## src/rtl/remote_cmd.sv

```systemverilog
// rtl/remote_cmd.sv - UART command link to the copter: 3-byte frame transmitter plus response-byte receiver
//
// Purpose: sends {cmd, data[15:8], data[7:0]} as three back-to-back 8N1
// bytes on TX. Independently receives 8N1 response bytes on RX.
//
// Ports:
//   clk          system clock, rising edge
//   rst          asynchronous active-high reset
//   cmd, data    frame contents, latched when snd_cmd is accepted
//   snd_cmd      one-cycle request to send a frame (ignored while busy
//                and in the cmd_sent cycle)
//   busy         high while a frame is on the line
//   cmd_sent     one-cycle pulse when the frame completes
//   TX           serial out, idle high
//   RX           serial in, asynchronous to clk
//   resp         last good response byte
//   resp_rdy     resp holds an unread byte
//   clr_resp_rdy clears resp_rdy

module remote_cmd #(
  parameter int BAUD_DIV = 2604
) (
  input  logic        clk,
  input  logic        rst,
  input  logic [7:0]  cmd,
  input  logic [15:0] data,
  input  logic        snd_cmd,
  output logic        busy,
  output logic        cmd_sent,
  output logic        TX,
  input  logic        RX,
  output logic [7:0]  resp,
  output logic        resp_rdy,
  input  logic        clr_resp_rdy
);

  localparam int            CW        = $clog2(BAUD_DIV);
  localparam logic [CW-1:0] BIT_LAST  = CW'(BAUD_DIV - 1);
  localparam logic [CW-1:0] HALF_LAST = CW'(BAUD_DIV / 2 - 1);

  // ---------------------------------------------------------------- transmit
  typedef enum logic [1:0] {TX_IDLE, TX_CMD, TX_DHI, TX_DLO} tx_state_t;

  tx_state_t     tx_state, tx_next;
  logic [7:0]    cmd_q;
  logic [15:0]   data_q;
  logic [CW-1:0] tx_cnt;
  logic [3:0]    tx_bit;      // 0 = start, 1..8 = data, 9 = stop
  logic [7:0]    tx_byte;
  logic          tx_accept, tx_bit_end, tx_byte_end;

  always_comb begin
    // The cmd_sent cycle already shows busy=0, so it must be excluded explicitly.
    tx_accept   = (tx_state == TX_IDLE) && snd_cmd && !cmd_sent;
    tx_bit_end  = (tx_state != TX_IDLE) && (tx_cnt == BIT_LAST);
    tx_byte_end = tx_bit_end && (tx_bit == 4'd9);

    case (tx_state)
      TX_DHI:  tx_byte = data_q[15:8];
      TX_DLO:  tx_byte = data_q[7:0];
      default: tx_byte = cmd_q;
    endcase

    tx_next = tx_state;
    case (tx_state)
      TX_IDLE: if (tx_accept)   tx_next = TX_CMD;
      TX_CMD:  if (tx_byte_end) tx_next = TX_DHI;
      TX_DHI:  if (tx_byte_end) tx_next = TX_DLO;
      TX_DLO:  if (tx_byte_end) tx_next = TX_IDLE;
      default: tx_next = TX_IDLE;
    endcase
  end

  always_ff @(posedge clk or posedge rst) begin
    if (rst) tx_state <= TX_IDLE;
    else     tx_state <= tx_next;
  end

  always_ff @(posedge clk or posedge rst) begin
    if (rst) begin
      cmd_q    <= 8'h00;
      data_q   <= 16'h0000;
      tx_cnt   <= '0;
      tx_bit   <= 4'd0;
      TX       <= 1'b1;
      cmd_sent <= 1'b0;
    end else begin
      cmd_sent <= tx_byte_end && (tx_state == TX_DLO);
      if (tx_accept) begin
        cmd_q  <= cmd;
        data_q <= data;
        tx_cnt <= '0;
        tx_bit <= 4'd0;
        TX     <= 1'b0;
      end else if (tx_state != TX_IDLE) begin
        if (tx_bit_end) begin
          tx_cnt <= '0;
          if (tx_byte_end) begin
            tx_bit <= 4'd0;
            // Next byte's start bit follows the stop bit with no gap.
            TX     <= (tx_state == TX_DLO);
          end else begin
            tx_bit <= tx_bit + 4'd1;
            TX     <= (tx_bit == 4'd8) ? 1'b1 : tx_byte[tx_bit[2:0]];
          end
        end else begin
          tx_cnt <= tx_cnt + CW'(1);
        end
      end
    end
  end

  assign busy = (tx_state != TX_IDLE);

  // ----------------------------------------------------------------- receive
  typedef enum logic [1:0] {RX_IDLE, RX_START, RX_DATA, RX_STOP} rx_state_t;

  rx_state_t     rx_state, rx_next;
  logic          rx_s1, rx_s2, rx_s3;
  logic [CW-1:0] rx_cnt;
  logic [2:0]    rx_bit;
  logic [7:0]    rx_sh;
  logic          rx_fall, rx_half, rx_tick, rx_start_ok, rx_done_ok;

  always_comb begin
    rx_fall     = rx_s3 && !rx_s2;
    rx_half     = (rx_cnt == HALF_LAST);
    rx_tick     = (rx_cnt == BIT_LAST);
    rx_start_ok = (rx_state == RX_START) && rx_half && !rx_s2;
    rx_done_ok  = (rx_state == RX_STOP) && rx_tick && rx_s2;

    rx_next = rx_state;
    case (rx_state)
      RX_IDLE:  if (rx_fall) rx_next = RX_START;
      RX_START: if (rx_half) rx_next = rx_s2 ? RX_IDLE : RX_DATA;
      RX_DATA:  if (rx_tick && rx_bit == 3'd7) rx_next = RX_STOP;
      RX_STOP:  if (rx_tick) rx_next = RX_IDLE;
      default:  rx_next = RX_IDLE;
    endcase
  end

  always_ff @(posedge clk or posedge rst) begin
    if (rst) rx_state <= RX_IDLE;
    else     rx_state <= rx_next;
  end

  always_ff @(posedge clk or posedge rst) begin
    if (rst) begin
      // Synchronizer resets low so a line that is already low at release
      // cannot look like a falling edge; a 1 must be seen first.
      rx_s1    <= 1'b0;
      rx_s2    <= 1'b0;
      rx_s3    <= 1'b0;
      rx_cnt   <= '0;
      rx_bit   <= 3'd0;
      rx_sh    <= 8'h00;
      resp     <= 8'h00;
      resp_rdy <= 1'b0;
    end else begin
      rx_s1 <= RX;
      rx_s2 <= rx_s1;
      rx_s3 <= rx_s2;

      case (rx_state)
        RX_IDLE: begin
          rx_cnt <= '0;
          rx_bit <= 3'd0;
        end
        RX_START: rx_cnt <= rx_half ? '0 : rx_cnt + CW'(1);
        RX_DATA: begin
          if (rx_tick) begin
            rx_cnt <= '0;
            rx_sh  <= {rx_s2, rx_sh[7:1]};
            rx_bit <= rx_bit + 3'd1;
          end else begin
            rx_cnt <= rx_cnt + CW'(1);
          end
        end
        RX_STOP: rx_cnt <= rx_tick ? '0 : rx_cnt + CW'(1);
        default: rx_cnt <= '0;
      endcase

      if (rx_done_ok) resp <= rx_sh;

      // A new byte arriving wins over a simultaneous clear.
      if (rx_done_ok)                       resp_rdy <= 1'b1;
      else if (clr_resp_rdy || rx_start_ok) resp_rdy <= 1'b0;
    end
  end

endmodule

```

## config.mk

```make
export PLATFORM = sky130hd
export DESIGN_NAME = remote_cmd
export DESIGN_NICKNAME = d
export VERILOG_FILES = /design/src/rtl/remote_cmd.sv
export SDC_FILE = /design/constraint.sdc
export NUM_CORES = 1
export LEC_CHECK = 0
export CAP_MARGIN = 40
export CORE_MARGIN = 1.5
export CORE_UTILIZATION = 56
export DETAILED_ROUTE_END_ITERATION = 8
export PLACE_DENSITY = 0.79
export SYNTH_ARGS = -nofsm -noshare
export SYNTH_HDL_FRONTEND = slang
export SYNTH_SLANG_ARGS = --single-unit
```

## constraint.sdc

```tcl
create_clock -name clk -period 3.75 [get_ports clk]
set_input_delay 0.9375 -clock clk [delete_from_list [all_inputs] [get_ports clk]]
set_output_delay 0.9375 -clock clk [all_outputs]
set_load 0.01 [all_outputs]
```

==> results.json <==
{
  "cts.sinks": 81,
  "finalHoldViolCount": 0,
  "synthAdderAreaFrac_pct": 3.85,
  "ys_top_cells_by_count": "82 x nand2_1, 80 x dfrtp_1, 37 x nor2_1",
  "yosysWarnings": 0,
  "dpl-instance-area_um2": 4360,
  "drt_pre_antenna_iters": 4,
  "antenna_found_initial": 0,
  "post_cts_resized": 0,
  "r2r_slack_ns": 1.33,
  "antenna_left": 0,
  "fp.dieW_um": 86.4,
  "fmax_mhz": 344,
  "pwr-share-comb_pct": 28.3,
  "dp_hpwl_um": 5320,
  "fin_util_pct": 67.3,
  "critPathKind": "register to output port",
  "cp_max_fo": 12,
  "fp.dieArea_um2": 7460,
  "wl_met3_um": 219,
  "post-route-cell-area_um2": 4550,
  "grt_use_total_pct": 22.4,
  "cts_htree_levels": 3,
  "cap_viol_max_count": 0,
  "synth_nets": 436,
  "cp.arrival_ns": 1.97,
  "cts_buffer_depth": 2,
  "start_util_pct": 57.6,
  "ys_types": 55,
  "pin_count": 41,
  "drive_above_1_share_pct": 11.0,
  "hold_path.class": "register to register",
  "topRoutingLayerUsed": "met4",
  "seqPwrFrac_pct": 48.3,
  "relSlewSlack_pct": 55.6,
  "fp.dieH_um": 86.4,
  "cts_tree": "done",
  "tightest_slew_ns": 0.665,
  "grt_pass1_wl_um": 13200,
  "ctsHoldBuffers": 0,
  "ys_ff_latch": 81,
  "switching_share_pct": 36.3,
  "avgRoutedWirePerCell_um": 14.6,
  "p_leak_nw": 2.11,
  "yosysMostFrequentCell": "nand2_1",
  "grt_pass1_vias": 2942,
  "skew_ns": 0.0107,
  "avgSynthCellArea_um2": 9.86,
  "totalWireLength_um": 7550,
  "ys_seq_area_share_pct": 52.1,
  "vias": 2923,
  "rsz0062_at_grt": "no",
  "cp_slowest_stage_delay_ns": 0.52,
  "cts_buffers": 9,
  "timing.final.crit_share_pct": 77.5,
  "synth.area.mux_share_pct": 5.85,
  "wl_met2_um": 3780,
  "synth_xor_xnor_area_share_pct": 3.60,
  "insertion_delay_ns": 0.35,
  "tns_ns": 0,
  "core_um2": 6760,
  "post-cts-setup-buffers": 0,
  "synth_edf_count": 0,
  "nets": 474,
  "startpoint_type": "register",
  "required_ns": 2.81,
  "synth_compound_area_share_pct": 9.73,
  "num_rows": 30,
  "cts_root_buf": "clkbuf_8",
  "synth_top_family_by_area": "simple AND/OR/NAND/NOR gates",
  "wl_met1_um": 3450,
  "synth_area_um2": 3890,
  "drc": 0,
  "status": "finished clean",
  "portBuffers": 40,
  "syn_to_final_growth_pct": 16.7,
  "endpoint_kind": "output port",
  "yosys.area.top_type": "dfrtp_1",
  "ys.flop_type": "dfrtp_1",
  "finalPower_mw": 2.54,
  "synth_cells": 395,
  "crit_slowest_cell": "clkdlybuf4s50_1",
  "antenna_cells": 0,
  "grt.overflow.total": 0,
  "viasPerCell": 5.64,
  "synthTopCellsByArea": "dfrtp_1 51%, nand2_1 7.9%, mux2_2 5.2%, ha_1 3.9%, nor2_1 3.6%",
  "p_per_area_nw_per_um2": 559,
  "yosys.area_share.simple_pct": 21.5,
  "cp_common_cell": "inv_1",
  "path_clk_slew_ns": 0.09,
  "synth_top_area_share_pct": 51.4,
  "intPower_mw": 1.62,
  "min_period_ns": 2.91,
  "clockPowerShare_pct": 23.5,
  "irDropWorstVdd_v": 0.000354,
  "finalMaxSlewViolations": 0,
  "p_switching_mw": 0.922,
  "drt_iter0_drc": 133,
  "setup_viol": 0,
  "gp_congestion": 0.889,
  "grt_max_degree": 51,
  "ys_async_sr_fraction_pct": 100,
  "critical_path.cell_chain": "inv_1 -> ha_1 -> inv_1 -> clkdlybuf4s50_1"
}
routing by layer:
metal,up-vias,global-route usage (%)
li1,1431,-
met1,1423,29.9
met2,62,36.2
met3,7,3.05
met5,-,0
met4,0,10.9
per-stage QoR:
| step | hold WS [ns] | cells | worst slack, ns |
|---|---|---|---|
| floorplan | 0.331 | 395 | 0.734 |
| global placement | 0.337 | 502 | 1.24 |
| detailed placement | 0.336 | 502 | 1.20 |
| CTS | 0.368 | 518 | 0.832 |
| global route | 0.381 | 518 | 0.682 |
| finish | 0.365 | 518 | 0.844 |
sequential cells by signal, indices dropped and copies added, names as in the netlist, 2 cells and up, named ones only:
name,count
resp,8
tx_state,2
data_q,16
cmd_q,8
tx_cnt,12
rx_sh,8
rx_cnt,12
tx_bit,4
rx_bit,3
cell families after synthesis:
| kind of cell | after synthesis |
|---|---|
| simple gates | 179 |
| flops | 81 |
| compound gates | 54 |
| buf+inv | 33 |
| mux | 20 |
| xor+xnor | 16 |
| fa+ha+maj | 12 |
path summary, 6_finish.rpt:
path,cells past startpoint,endpoint,start
min,0,rx_s2,rx_s1
max,4,busy,tx_state[1]
min in group asynchronous,2,resp_rdy,rst
min reg2reg,0,rx_s2,rx_s1
max in group asynchronous,3,cmd_sent,rst
max reg2reg,7,register,rx_cnt[1]
placed cells by master (no fill, tap or decap), drive strengths merged, types with 2 or more instances in the layout:
master         count
nand2             83
dfrtp             80
clkdlybuf4s50     40
nor2              37
inv               20
mux2              19
nand3             16
a21oi             12
xor2              12
ha                12
o21ai             11
clkbuf             9
nand4              6
nand2b             5
a221oi             5
and3               4
a31oi              4
xnor2              4
a22oi              4
nor4               3
or2                3
nand3b             3
nor3               3
o31ai              3
clkinv             3
buf                3
nor4bb             2
nor2b              2
and4               2
a211o              2
or3                2
a22o               2
or4b               2
or4                2
critical path, delay by kind of cell, from the launching register on:
family	cells	cell delay (ns)
adder cells (fa/ha/maj)	1	0.37
buffers and inverters	3	0.82
flip-flops	1	0.42
power groups by stage:
| stage | clock [mW] | sequential (mW) | combinational [mW] |
|---|---|---|---|
| 6_report | 0.596 | 1.23 | 0.718 |
| 5_1_grt | 0.646 | 1.26 | 0.829 |
| 4_1_cts | 0.614 | 1.22 | 0.727 |
| 3_5_place_dp | 0 | 1.24 | 0.723 |
| 3_3_place_gp | 0 | 1.23 | 0.696 |
| 2_1_floorplan | 0 | 1.17 | 0.589 |
layout make-up:
class | count | area, um2
Sequential cell | 81 | 2030
Clock buffer | 9 | 124
Inverter | 17 | 63.8
Multi-Input combinational cell | 281 | 1740
Tap cell | 80 | 100
Timing Repair Buffer | 43 | 435
Clock inverter | 7 | 60.1
Fill cell | 546 | 2210
No activity file was read; power rests on OpenSTA's default activity.
